File: src/rtl/win33_tile_ctrl_if.sv
// Bundle between the tile controller and its environment: start/kernel config,
// feature-map read port, Winograd engine operands/result, and output write port.
interface win33_tile_ctrl_if #(
    parameter int ADDR_W = 10
);
    logic              start;
    logic [1:0]        bitwidth_in;
    logic [143:0]      kernel_in;
    logic              fm_rd;
    logic [ADDR_W-1:0] fm_addr;
    logic [15:0]       fm_rdata;
    logic [63:0]       act1;
    logic [63:0]       act2;
    logic [63:0]       act3;
    logic [63:0]       act4;
    logic [47:0]       kernel1;
    logic [47:0]       kernel2;
    logic [47:0]       kernel3;
    logic [1:0]        bitwidth;
    logic              enable;
    logic [127:0]      f_tmp;
    logic              end_signal_win33;
    logic              out_we;
    logic [ADDR_W-1:0] out_addr;
    logic [31:0]       out_data;
    logic              busy;
    logic              done;

    modport master (
        input  start, bitwidth_in, kernel_in, fm_rdata, f_tmp, end_signal_win33,
        output fm_rd, fm_addr, act1, act2, act3, act4, kernel1, kernel2, kernel3,
               bitwidth, enable, out_we, out_addr, out_data, busy, done
    );

    modport slave (
        output start, bitwidth_in, kernel_in, fm_rdata, f_tmp, end_signal_win33,
        input  fm_rd, fm_addr, act1, act2, act3, act4, kernel1, kernel2, kernel3,
               bitwidth, enable, out_we, out_addr, out_data, busy, done
    );
endinterface

File: src/rtl/win33_tile_ctrl.sv
// Walks the map in 4x4 stride-2 tiles feeding win33; per tile 16+1+1+L+4+1 cycles.
// No backpressure: fm reads are fixed-latency, engine result wait is unbounded.
module win33_tile_ctrl #(
    parameter int IMG_W  = 28,
    parameter int IMG_H  = 28,
    parameter int ADDR_W = 10
) (
    input  logic               clk,
    input  logic               rst_n,
    win33_tile_ctrl_if.master  bus
);
    localparam int NTX = (IMG_W - 2) / 2;
    localparam int NTY = (IMG_H - 2) / 2;

    localparam logic [2:0] S_IDLE  = 3'd0;
    localparam logic [2:0] S_FETCH = 3'd1;
    localparam logic [2:0] S_CAPT  = 3'd2;
    localparam logic [2:0] S_FIRE  = 3'd3;
    localparam logic [2:0] S_WAIT  = 3'd4;
    localparam logic [2:0] S_WRITE = 3'd5;
    localparam logic [2:0] S_NEXT  = 3'd6;
    localparam logic [2:0] S_DONE  = 3'd7;

    logic [2:0]             state;
    logic [3:0]             k;
    logic [3:0]             k_d;
    logic                   rd_d;
    logic [ADDR_W-1:0]      tx;
    logic [ADDR_W-1:0]      ty;
    logic [1:0]             wcnt;
    logic [3:0][31:0]       f_reg;
    logic [3:0][3:0][15:0]  act_r;
    logic [47:0]            kern1_r;
    logic [47:0]            kern2_r;
    logic [47:0]            kern3_r;
    logic [1:0]             bw_r;

    logic [ADDR_W-1:0]      fm_row;
    logic [ADDR_W-1:0]      fm_col;
    logic [ADDR_W-1:0]      wr_row;
    logic [ADDR_W-1:0]      wr_col;

    assign fm_row = (ty << 1) + ADDR_W'(k[3:2]);
    assign fm_col = (tx << 1) + ADDR_W'(k[1:0]);
    assign wr_row = (ty << 1) + ADDR_W'(wcnt[1]);
    assign wr_col = (tx << 1) + ADDR_W'(wcnt[0]);

    assign bus.fm_rd    = (state == S_FETCH);
    assign bus.fm_addr  = fm_row * ADDR_W'(IMG_W) + fm_col;
    assign bus.enable   = (state == S_FIRE);
    assign bus.out_we   = (state == S_WRITE);
    assign bus.out_addr = wr_row * ADDR_W'(IMG_W - 2) + wr_col;
    // f_reg[3] holds y00; inverting the 2-bit write count walks y00..y11
    assign bus.out_data = f_reg[~wcnt];
    assign bus.done     = (state == S_DONE);
    assign bus.busy     = (state != S_IDLE) && (state != S_DONE);
    assign bus.act1     = act_r[0];
    assign bus.act2     = act_r[1];
    assign bus.act3     = act_r[2];
    assign bus.act4     = act_r[3];
    assign bus.kernel1  = kern1_r;
    assign bus.kernel2  = kern2_r;
    assign bus.kernel3  = kern3_r;
    assign bus.bitwidth = bw_r;

    always_ff @(posedge clk) begin
        if (!rst_n) begin
            state   <= S_IDLE;
            k       <= '0;
            k_d     <= '0;
            rd_d    <= 1'b0;
            tx      <= '0;
            ty      <= '0;
            wcnt    <= '0;
            f_reg   <= '0;
            act_r   <= '0;
            kern1_r <= '0;
            kern2_r <= '0;
            kern3_r <= '0;
            bw_r    <= '0;
        end else begin
            // read data lands one cycle after its strobe; column 0 sits in the MSBs
            rd_d <= (state == S_FETCH);
            k_d  <= k;
            if (rd_d) act_r[k_d[3:2]][~k_d[1:0]] <= bus.fm_rdata;

            case (state)
                S_IDLE: begin
                    if (bus.start) begin
                        kern1_r <= bus.kernel_in[143:96];
                        kern2_r <= bus.kernel_in[95:48];
                        kern3_r <= bus.kernel_in[47:0];
                        bw_r    <= bus.bitwidth_in;
                        k       <= '0;
                        tx      <= '0;
                        ty      <= '0;
                        state   <= S_FETCH;
                    end
                end
                S_FETCH: begin
                    k <= k + 4'd1;
                    if (k == 4'd15) state <= S_CAPT;
                end
                S_CAPT: state <= S_FIRE;
                S_FIRE: state <= S_WAIT;
                S_WAIT: begin
                    if (bus.end_signal_win33) begin
                        f_reg <= bus.f_tmp;
                        wcnt  <= '0;
                        state <= S_WRITE;
                    end
                end
                S_WRITE: begin
                    wcnt <= wcnt + 2'd1;
                    if (wcnt == 2'd3) state <= S_NEXT;
                end
                S_NEXT: begin
                    state <= S_FETCH;
                    if (tx < ADDR_W'(NTX - 1)) begin
                        tx <= tx + 1'b1;
                    end else begin
                        tx <= '0;
                        if (ty < ADDR_W'(NTY - 1)) begin
                            ty <= ty + 1'b1;
                        end else begin
                            // park at the origin so an idle controller presents address 0
                            ty    <= '0;
                            state <= S_DONE;
                        end
                    end
                end
                S_DONE:  state <= S_IDLE;
                default: state <= S_IDLE;
            endcase
        end
    end
endmodule

File: src/flat_wrapper.sv
// flat-port wrapper written by rule: the top's interface ports become plain ports
module win33_tile_ctrl_flat 
#(
    parameter int IMG_W  = 28,
    parameter int IMG_H  = 28,
    parameter int ADDR_W = 10
)
  (clk, rst_n, bus_start, bus_bitwidth_in, bus_kernel_in, bus_fm_rdata, bus_f_tmp, bus_end_signal_win33, bus_fm_rd, bus_fm_addr, bus_act1, bus_act2, bus_act3, bus_act4, bus_kernel1, bus_kernel2, bus_kernel3, bus_bitwidth, bus_enable, bus_out_we, bus_out_addr, bus_out_data, bus_busy, bus_done);
  win33_tile_ctrl_if #(.ADDR_W(ADDR_W)) bus_i ();
  input  logic clk;
  input  logic rst_n;
  input wire logic [$bits(bus_i.start)-1:0] bus_start;
  input wire logic [$bits(bus_i.bitwidth_in)-1:0] bus_bitwidth_in;
  input wire logic [$bits(bus_i.kernel_in)-1:0] bus_kernel_in;
  input wire logic [$bits(bus_i.fm_rdata)-1:0] bus_fm_rdata;
  input wire logic [$bits(bus_i.f_tmp)-1:0] bus_f_tmp;
  input wire logic [$bits(bus_i.end_signal_win33)-1:0] bus_end_signal_win33;
  output wire logic [$bits(bus_i.fm_rd)-1:0] bus_fm_rd;
  output wire logic [$bits(bus_i.fm_addr)-1:0] bus_fm_addr;
  output wire logic [$bits(bus_i.act1)-1:0] bus_act1;
  output wire logic [$bits(bus_i.act2)-1:0] bus_act2;
  output wire logic [$bits(bus_i.act3)-1:0] bus_act3;
  output wire logic [$bits(bus_i.act4)-1:0] bus_act4;
  output wire logic [$bits(bus_i.kernel1)-1:0] bus_kernel1;
  output wire logic [$bits(bus_i.kernel2)-1:0] bus_kernel2;
  output wire logic [$bits(bus_i.kernel3)-1:0] bus_kernel3;
  output wire logic [$bits(bus_i.bitwidth)-1:0] bus_bitwidth;
  output wire logic [$bits(bus_i.enable)-1:0] bus_enable;
  output wire logic [$bits(bus_i.out_we)-1:0] bus_out_we;
  output wire logic [$bits(bus_i.out_addr)-1:0] bus_out_addr;
  output wire logic [$bits(bus_i.out_data)-1:0] bus_out_data;
  output wire logic [$bits(bus_i.busy)-1:0] bus_busy;
  output wire logic [$bits(bus_i.done)-1:0] bus_done;
  assign bus_i.start = bus_start;
  assign bus_i.bitwidth_in = bus_bitwidth_in;
  assign bus_i.kernel_in = bus_kernel_in;
  assign bus_i.fm_rdata = bus_fm_rdata;
  assign bus_i.f_tmp = bus_f_tmp;
  assign bus_i.end_signal_win33 = bus_end_signal_win33;
  assign bus_fm_rd = bus_i.fm_rd;
  assign bus_fm_addr = bus_i.fm_addr;
  assign bus_act1 = bus_i.act1;
  assign bus_act2 = bus_i.act2;
  assign bus_act3 = bus_i.act3;
  assign bus_act4 = bus_i.act4;
  assign bus_kernel1 = bus_i.kernel1;
  assign bus_kernel2 = bus_i.kernel2;
  assign bus_kernel3 = bus_i.kernel3;
  assign bus_bitwidth = bus_i.bitwidth;
  assign bus_enable = bus_i.enable;
  assign bus_out_we = bus_i.out_we;
  assign bus_out_addr = bus_i.out_addr;
  assign bus_out_data = bus_i.out_data;
  assign bus_busy = bus_i.busy;
  assign bus_done = bus_i.done;
  win33_tile_ctrl #(.IMG_W(IMG_W), .IMG_H(IMG_H), .ADDR_W(ADDR_W)) u_core (.clk(clk), .rst_n(rst_n), .bus(bus_i));
endmodule
File: config.mk
export PLATFORM = sky130hd
export DESIGN_NAME = win33_tile_ctrl_flat
export DESIGN_NICKNAME = d
export VERILOG_FILES = /design/src/rtl/win33_tile_ctrl_if.sv /design/src/rtl/win33_tile_ctrl.sv /design/src/flat_wrapper.sv
export SDC_FILE = /design/constraint.sdc
export NUM_CORES = 1
export LEC_CHECK = 0
export BUFFER_PORTS_ARGS = -buffer_cell sky130_fd_sc_hd__buf_4
export CORE_AREA = 2 2 294 296
export CTS_BUF_LIST = sky130_fd_sc_hd__clkbuf_8
export DETAILED_ROUTE_END_ITERATION = 10
export DIE_AREA = 0 0 296 298
export PLACE_DENSITY = 0.49
export SLEW_MARGIN = 40
export SYNTH_ARGS = -nofsm -noshare
export SYNTH_HDL_FRONTEND = slang
export SYNTH_SLANG_ARGS = --single-unit
File: constraint.sdc
create_clock -name clk -period 7.7 [get_ports clk]
set_clock_uncertainty 0.1 [all_clocks]
set_input_delay 0.77 -clock clk [delete_from_list [all_inputs] [get_ports clk]]
set_output_delay 0.77 -clock clk [all_outputs]
set_load 0.005 [all_outputs]
==> results of run 1 <==
## cell type report
class / count / area (um^2)
antenna: 3 / 7.51
clock buffer: 124 / 1710
sequential: 564 / 11300
inverter: 30 / 113
timing repair buffer: 775 / 5890
fill: 9011 / 53000
tap: 1144 / 1430
clock inverter: 59 / 310
multi-input combinational: 1934 / 11100
## cells in the mapped netlist (4+ instances only)
cell and count:
buf_4 5, clkbuf_1 147, o21ai_0 13, buf_2 44, and2_1 8, nand2b_1 4
a21o_1 6, nand3_1 12, inv_1 29, fa_1 12, nand2_1 1094, a21boi_0 534
nor2_1 41, and3_1 9, nor2b_1 15, ha_1 43, dfxtp_1 564, a21oi_1 21
mux4_2 32, xor2_1 6, nor3_1 7, buf_1 6, xnor2_1 33
## layer usage
layer,wire length [um],vias to the layer above,GRT usage [%]
met3,8550,158,7.59
met1,34200,9359,21.8
met4,2550,10,6.30
met2,40700,639,31.1
met5,77,-,0
li1,-,10300,-
## final timing paths
check,from,endpoint,slack [ns]
setup / recovery,u_core.ty[0]$_SDFFE_PN0P_,bus_fm_addr[9],2.45
hold / removal,bus_kernel_in[31],u_core.bus.kernel3[31]$_SDFFE_PN0P_,0.22
setup reg to reg,u_core.state[2]$_SDFFE_PN0P_,u_core.f_reg[19]$_SDFFE_PN0P_,4.55
hold reg to reg,u_core.f_reg[47]$_SDFFE_PN0P_,u_core.f_reg[47]$_SDFFE_PN0P_,0.36
## kinds of logic (layout without fill, tap and decap cells)
logic type | Yosys count | after routing | synth area share, %
muxes | 33 | 33 | 3.14
DFF | 564 | 564 | 48.6
other | 0 | 3 | 0
AOI/OAI and AO/OA | 591 | 591 | 18.8
xor gates and xnor gates | 39 | 39 | 1.47
buffers and inverters | 232 | 988 | 4.06
adders and majority gates | 55 | 55 | 3.35
and+or+nand+nor | 1216 | 1216 | 20.6
## power by group
group | switching [mW] | leakage, nW | internal [mW]
Sequential | 0.0298 | 4.57 | 2.97
Clock | 1.31 | 1.21 | 1.49
Combinational | 0.219 | 7.22 | 0.224
Total | 1.56 | 13.0 | 4.68
## placed cells by master, fill, tap and decap left out, drive strengths merged, types with 3 or more instances in the layout
cell,synthesis,layout
clkinv,1,10
nand3b,3,3
nor2b,15,15
nand3,12,12
buf,55,775
nand2b,4,4
or2,4,4
nand4,3,3
and3,13,13
xor2,6,6
clkbuf,147,124
xnor2,33,33
ha,43,43
a21boi,537,537
nor2,41,41
mux4,32,32
inv,29,77
a22oi,3,3
diode,0,3
a21oi,21,21
nor3,9,9
o21ai,14,14
and2,8,8
a21o,6,6
nand2,1094,1094
dfxtp,564,564
fa,12,12
## worst max-delay path, stage by stage (launching register included)
cell and delay [ns]:
dfxtp_1 0.53, ha_1 0.22, ha_1 0.18, xor2_1 0.27, inv_1 0.14, fa_1 0.49, inv_1 0.07, ha_1 0.28
a21oi_1 0.12, nor2b_1 0.07, nor2_1 0.11, xnor2_1 0.13, ha_1 0.27, or2_2 0.29, a21oi_1 0.15, a21oi_1 0.07
xnor2_1 0.18, buf_4 0.13
==> impl_metrics.json, run 1 <==
{
  "r2r_cells": 6,
  "hold_viol": 0,
  "path_clk_slew_ns": 0.06,
  "grt_pass1_vias": 20200,
  "worst_pin_slew_ns": 0.907,
  "fin_crit_ns": 5.25,
  "antenna_left": 0,
  "yosys-top-cells-area": "dfxtp_1, nand2_1, a21boi_0",
  "finalSetupViolCount": 0,
  "finalWirelength_um": 86100,
  "cts_root_buf": "clkbuf_8",
  "slew_headroom_pct": 39.5,
  "required_ns": 6.83,
  "htreeDepth": 3,
  "clk_latency_ns": 0.67,
  "drive_gt1_share_pct": 27.8,
  "cts_sinks": 564,
  "coreArea_um2": 84900,
  "post-place-cells": 4447,
  "synth-edff-count": 0,
  "ys.flop_type": "dfxtp_1",
  "p_total_mw": 6.25,
  "drv_cap": 0,
  "min_path_type": "in2reg",
  "finalWorstSetupSlack_ns": 2.45,
  "fmax_mhz": 190,
  "cts_setup_buffers": 0,
  "yosysTopAreaCell": "dfxtp_1",
  "avgSynthCellArea_um2": 8.51,
  "post_dp_cell_area_um2": 29800,
  "synth-seq-area-share_pct": 48.6,
  "synth.top_cell.area_share_pct": 48.6,
  "hold_depth": 3,
  "io_pins": 753,
  "port-buffer-count": 752,
  "die_y_um": 298,
  "dieArea_um2": 88200,
  "synthArstFlopShare_pct": 0,
  "cts_tree": "yes",
  "power_density_nw_per_um2": 196,
  "drc_errors": 0,
  "avgRoutedWirePerCell_um": 18.6,
  "grt_pass1_wl_um": 128000,
  "syn-num-nets": 3079,
  "grt_setup_unrepaired": "false",
  "start_util_pct": 27.4,
  "grt_overflow_total": 0,
  "final_cell_area_um2": 31800,
  "routed_via_density": 4.41,
  "postCtsHoldBufs": 0,
  "track_usage_pct": 18.8,
  "final_cells": 4633,
  "nets": 3757,
  "grt_max_degree": 189,
  "syn2layout_area_growth_pct": 36.9,
  "finalSetupTns_ns": 0,
  "fin_crit_sh_pct": 68.2,
  "post-place-ws_ns": 3.15,
  "ir_drop_mv": 0.132,
  "drt_iter0_markers": 1257,
  "die_w_um": 296,
  "synth_area_um2": 23200,
  "fin_util_pct": 37.5,
  "slew_viol_final": 0,
  "yosysWarnings": 0,
  "critPathMaxFanout": 9,
  "gp_congestion": 0.812,
  "dr.pass1.iters": 5,
  "p_leak_nw": 13.0,
  "status": "completed",
  "arrival_ns": 4.38,
  "worstSetupPathType": "reg2out",
  "vias": 20400,
  "cts_made_buffers": 103,
  "dp_hpwl_um": 59700,
  "fin_hold_ws_ns": 0.222,
  "rows": 107,
  "synth_cell_types": 52,
  "start_kind": "flop",
  "ys_seq_elements": 564,
  "ctsResizeCount": 0,
  "syn_inst": 2730,
  "cts_buffer_depth": 3,
  "largest_reg_flops": 128,
  "end_kind": "output pin",
  "antenna_found_initial": 7
}
Note: power is estimated with default switching activity, not from simulation.
==> inputs of run 2 (changes only) <==
- PLACE_DENSITY: 0.49 -> 0.51
- clock period: 7.7 -> 4.4 ns (I/O delays scaled with it)
==> impl_metrics.json, run 2 (same netlist as run 1, synthesis figures left out) <==
{
  "nets": 4069,
  "ir_drop_mv": 0.240,
  "finalSetupViolCount": 0,
  "min_path_type": "in2reg",
  "cts_tree": "yes",
  "cts_made_buffers": 105,
  "worstPathCellList": "ha_4 > ha_4 > xor2_2 > inv_2 > buf_4 > fa_1 > inv_1 > ha_1 > xnor2_2 > ha_1 > or2_4 > o31a_1 > o41ai_2 > xnor2_1 > buf_4",
  "post-place-ws_ns": 0.260,
  "required_ns": 3.86,
  "r2r_cells": 6,
  "min_to": "u_core.bus.act2[25]$_SDFFE_PN0P_",
  "final_cell_area_um2": 35200,
  "cts_sinks": 564,
  "reg2reg_setup_slack_ns": 1.75,
  "crit_path_max_incr_delay_ns": 0.52,
  "power_density_nw_per_um2": 319,
  "end_kind": "output pin",
  "avgRoutedWirePerCell_um": 18.0,
  "fin_crit_ns": 4.32,
  "drv_cap": 0,
  "grt_overflow_total": 0,
  "coreArea_um2": 84900,
  "rows": 107,
  "die_w_um": 296,
  "finalWorstSetupSlack_ns": 0.0823,
  "hold_viol": 0,
  "timing.rr.end": "u_core.f_reg[1]$_SDFFE_PN0P_",
  "antenna_found_initial": 9,
  "p_leak_nw": 14.3,
  "slew_viol_final": 0,
  "grt_setup_unrepaired": "true",
  "fmax_mhz": 232,
  "fin_hold_ws_ns": 0.0834,
  "critPathMaxFanout": 3,
  "worstSetupPathType": "reg2out",
  "antenna_left": 0,
  "hold_depth": 3,
  "hold_start": "bus_fm_rdata[9]",
  "syn2layout_area_growth_pct": 51.5,
  "htreeDepth": 3,
  "drc_errors": 0,
  "crit_buf_inv": 4,
  "finalSetupTns_ns": 0,
  "slew_headroom_pct": 43.4,
  "p_total_mw": 11.2,
  "fin_util_pct": 41.5,
  "grt_pass1_wl_um": 133000,
  "routed_via_density": 4.43,
  "gp_congestion": 0.802,
  "start_util_pct": 27.4,
  "clk_latency_ns": 0.67,
  "cts_buffer_depth": 3,
  "cpLargestDelayFamily": "adder cells",
  "final_cells": 4949,
  "drt_iter0_markers": 1168,
  "critPathSlowestCell": "fa_1",
  "worst_pin_slew_ns": 0.846,
  "status": "completed",
  "reg2reg_from": "u_core.state[2]$_SDFFE_PN0P_",
  "port-buffer-count": 752,
  "path_clk_slew_ns": 0.06,
  "fillCellCount": 8653,
  "die_y_um": 298,
  "post_dp_cell_area_um2": 29900,
  "final_cell_mix": "nand2_1, buf_4, dfxtp_1, a21boi_0, dlygate4sd3_1",
  "grt_pass1_vias": 21900,
  "mostFrequentLayoutCell": "nand2_1",
  "cts_root_buf": "clkbuf_8",
  "io_pins": 753,
  "start_kind": "flop",
  "track_usage_pct": 19.4,
  "dr.pass1.iters": 5,
  "dieArea_um2": 88200,
  "largest_reg_flops": 128,
  "arrival_ns": 3.78,
  "dp_hpwl_um": 61300,
  "drive_gt1_share_pct": 27.2,
  "fin_crit_sh_pct": 98.1,
  "vias": 21900,
  "finalWirelength_um": 89100,
  "post-place-cells": 4457,
  "grt_max_degree": 150
}
run 2: cell count changes in the layout (fill, tap and decap cells not counted), sizes merged:
cell and delta:
dlygate4sd3 +289, buf +21, inv +9, clkinv -5, clkbuf -3, diode +3
bufinv +1, clkinvlp +1
run 2: area by class of cell:
type	count	area [um^2]	share of cell area, %
sequential	564	11300	32.1
antenna	6	15.0	0.0426
clock inverter	65	364	1.03
timing repair buffer	1085	8980	25.5
tap	1144	1430	4.06
inverter	30	113	0.320
clock buffer	121	1670	4.73
multi-input combinational	1934	11300	32.2
run 2: repair_timing:
| item | CTS | global route |
|---|---|---|
| gates resized for setup | 41 | 20 |
| setup endpoints to repair | 6 | 5 |
| setup buffers | 6 | 5 |
| endpoints found under the hold margin | 396 | 0 |
| hold buffers | 289 | 0 |
| pin swaps | 20 | 25 |
run 2: worst max-delay path by stage:
stage                     depth (start not counted)                       from              to  slack (ns)
after floorplan                                  16  u_core.ty[0]$_SDFFE_PN0P_  bus_fm_addr[9]        0.58
after global placement                           17   u_core.k[3]$_SDFFE_PN0P_  bus_fm_addr[9]        0.31
after detailed placement                         17   u_core.k[3]$_SDFFE_PN0P_  bus_fm_addr[9]        0.26
after CTS                                        17   u_core.k[3]$_SDFFE_PN0P_  bus_fm_addr[8]       -0.06
after global routing                             15   u_core.k[3]$_SDFFE_PN0P_  bus_fm_addr[8]       -0.11
final                                            15   u_core.k[3]$_SDFFE_PN0P_  bus_fm_addr[8]        0.08
run 2: where the power goes:
group	switching, mW	leakage, nW	internal (mW)	total, mW
clock network	2.34	1.22	2.63	4.96
logic	0.451	8.53	0.563	1.01
registers	0.0531	4.57	5.20	5.25
total	2.84	14.3	8.39	11.2
run 2: per-layer routing:
layer | share of wire (%) | track usage [%] | up-vias
li1 | - | - | 10900
met1 | 42 | 23.4 | 10300
met2 | 49 | 33.7 | 637
met3 | 6.9 | 5.07 | 147
met4 | 2.6 | 5.77 | 0
met5 | 0 | 0 | -
run 2: worst min-delay path, delay by kind of cell:
kind	cells	cell delay (ns)
AND/OR/NAND/NOR	1	0.09
AO/OA/AOI/OAI	1	0.06
buffers and inverters	1	0.22
==> inputs of run 3 (changes only) <==
- PLACE_DENSITY: 0.51 -> 0.49
- TNS_END_PERCENT: unset -> 30
- clock period: 4.4 -> 4.6 ns (I/O delays scaled with it)
==> impl_metrics.json, run 3 (same netlist as run 1, synthesis figures left out) <==
{
  "fin_crit_ns": 4.40,
  "io_pins": 753,
  "post-place-ws_ns": 0.442,
  "min_path_type": "in2reg",
  "cts_root_buf": "clkbuf_8",
  "slew_headroom_pct": 44.3,
  "drv_cap": 0,
  "fillCellCount": 8694,
  "p_leak_nw": 14.3,
  "cts_sinks": 564,
  "finalWirelength_um": 88000,
  "dr.pass1.iters": 6,
  "drt_iter0_markers": 1066,
  "start_util_pct": 27.4,
  "drc_errors": 0,
  "path_clk_slew_ns": 0.06,
  "finalSetupViolCount": 0,
  "mostFrequentLayoutCell": "nand2_1",
  "rows": 107,
  "finalWorstSetupSlack_ns": 0.203,
  "cts_tree": "yes",
  "status": "completed",
  "worstSetupPathType": "reg2out",
  "fin_hold_ws_ns": 0.0902,
  "syn2layout_area_growth_pct": 51.1,
  "antenna_found_initial": 6,
  "cts_buffer_depth": 3,
  "cts_made_buffers": 104,
  "nets": 4053,
  "grt_overflow_total": 0,
  "die_w_um": 296,
  "required_ns": 4.04,
  "routed_via_density": 4.39,
  "worst_pin_slew_ns": 0.832,
  "slew_viol_final": 0,
  "gp_congestion": 0.833,
  "drive_gt1_share_pct": 26.9,
  "final_cell_mix": "nand2_1, buf_4, dfxtp_1, a21boi_0, dlygate4sd3_1",
  "fmax_mhz": 227,
  "htreeDepth": 3,
  "vias": 21600,
  "coreArea_um2": 84900,
  "start_kind": "flop",
  "end_kind": "output pin",
  "clk_latency_ns": 0.70,
  "track_usage_pct": 19.3,
  "ir_drop_mv": 0.210,
  "dieArea_um2": 88200,
  "port-buffer-count": 752,
  "die_y_um": 298,
  "power_density_nw_per_um2": 312,
  "grt_pass1_wl_um": 132000,
  "hold_viol": 0,
  "avgRoutedWirePerCell_um": 17.9,
  "grt_pass1_vias": 21700,
  "fin_crit_sh_pct": 95.6,
  "antenna_left": 0,
  "dp_hpwl_um": 60300,
  "arrival_ns": 3.84,
  "largest_reg_flops": 128,
  "critPathMaxFanout": 3,
  "grt_setup_unrepaired": "true",
  "grt_max_degree": 150
}
[run 3: cell types whose count changed in the layout (fill, tap and decap cells not counted), moves of 3 or more]
cell / previous run / this run
a21oi_1: 14 / 17
dlygate4sd3_1: 289 / 284
buf_4: 785 / 776
ha_4: 10 / 7
a21oi_2: 6 / 3
clkbuf_8: 121 / 130
inv_12: 3 / 0
inv_1: 76 / 65
[run 3: path summary, 6_finish.rpt]
| check | slack [ns] | to | start | cells past startpoint |
|---|---|---|---|---|
| worst max-delay path | 0.20 | bus_fm_addr[9] | u_core.k[3]$_SDFFE_PN0P_ | 17 |
| worst min-delay path | 0.09 | u_core.bus.act1[10]$_SDFFE_PN0P_ | bus_fm_rdata[10] | 3 |
| worst max register to register | 1.32 | u_core.f_reg[78]$_SDFFE_PN0P_ | u_core.state[2]$_SDFFE_PN0P_ | 6 |
| worst min register to register | 0.36 | u_core.bus.act1[55]$_SDFFE_PN0P_ | u_core.bus.act1[55]$_SDFFE_PN0P_ | 2 |
[run 3: stage by stage]
stage / power [mW] / setup TNS [ns] / cells / utilization (%) / instance area [um^2]
floorplan: 5.41 / 0 / 2730 / - / 23200
CTS: 11.1 / -0.0241 / 4925 / 41.2 / 34900
global route: 11.4 / -0.133 / 4930 / 41.4 / 35100
global placement: 5.88 / 0 / 4451 / 35.1 / 29800
finish: 10.9 / 0 / 4931 / 41.4 / 35100
detailed placement: 5.89 / 0 / 4452 / 35.2 / 29900
[run 3: cell type report]
cell class | instances | area [um^2] | area share, %
Inverter | 30 | 113 | 0.321
Multi-Input combinational cell | 1934 | 11300 | 32.1
Timing Repair Buffer | 1070 | 8860 | 25.2
Antenna cell | 5 | 12.5 | 0.0356
Tap cell | 1144 | 1430 | 4.08
Sequential cell | 564 | 11300 | 32.2
Clock buffer | 130 | 1790 | 5.09
Clock inverter | 54 | 347 | 0.987
[run 3: routing by layer]
metal / vias up / wire (um) / GRT usage, %
met3: 157 / 7110 / 6.11
met1: 9946 / 36200 / 22.9
met4: 4 / 2500 / 6.34
met2: 673 / 42200 / 32.7
li1: 10900 / - / -
met5: - / 27 / 0
[run 3: critical path, stage by stage (launching register included)]
cell and delay, ns:
dfxtp_4 0.36, ha_2 0.19, ha_4 0.15, xor2_2 0.18
inv_2 0.06, fa_1 0.50, inv_2 0.06, ha_4 0.22
a21oi_4 0.14, nor2b_2 0.05, nor2_1 0.11, xnor2_1 0.13
ha_1 0.27, or2_4 0.25, a21oi_2 0.13, a21oi_1 0.06
xnor2_1 0.16, buf_4 0.13
[run 3: what timing repair did]
action,in CTS,in global routing
setup endpoints to repair,4,5
setup buffers,5,1
cloned,0,0
hold endpoints to repair,344,0
gates resized for setup,14,27
hold buffers,284,0
pin swaps,8,13
[run 3: where the power goes]
group	switching (mW)	internal, mW
Sequential	0.0511	4.97
Combinational	0.424	0.534
Clock	2.21	2.76
Total	2.69	8.26
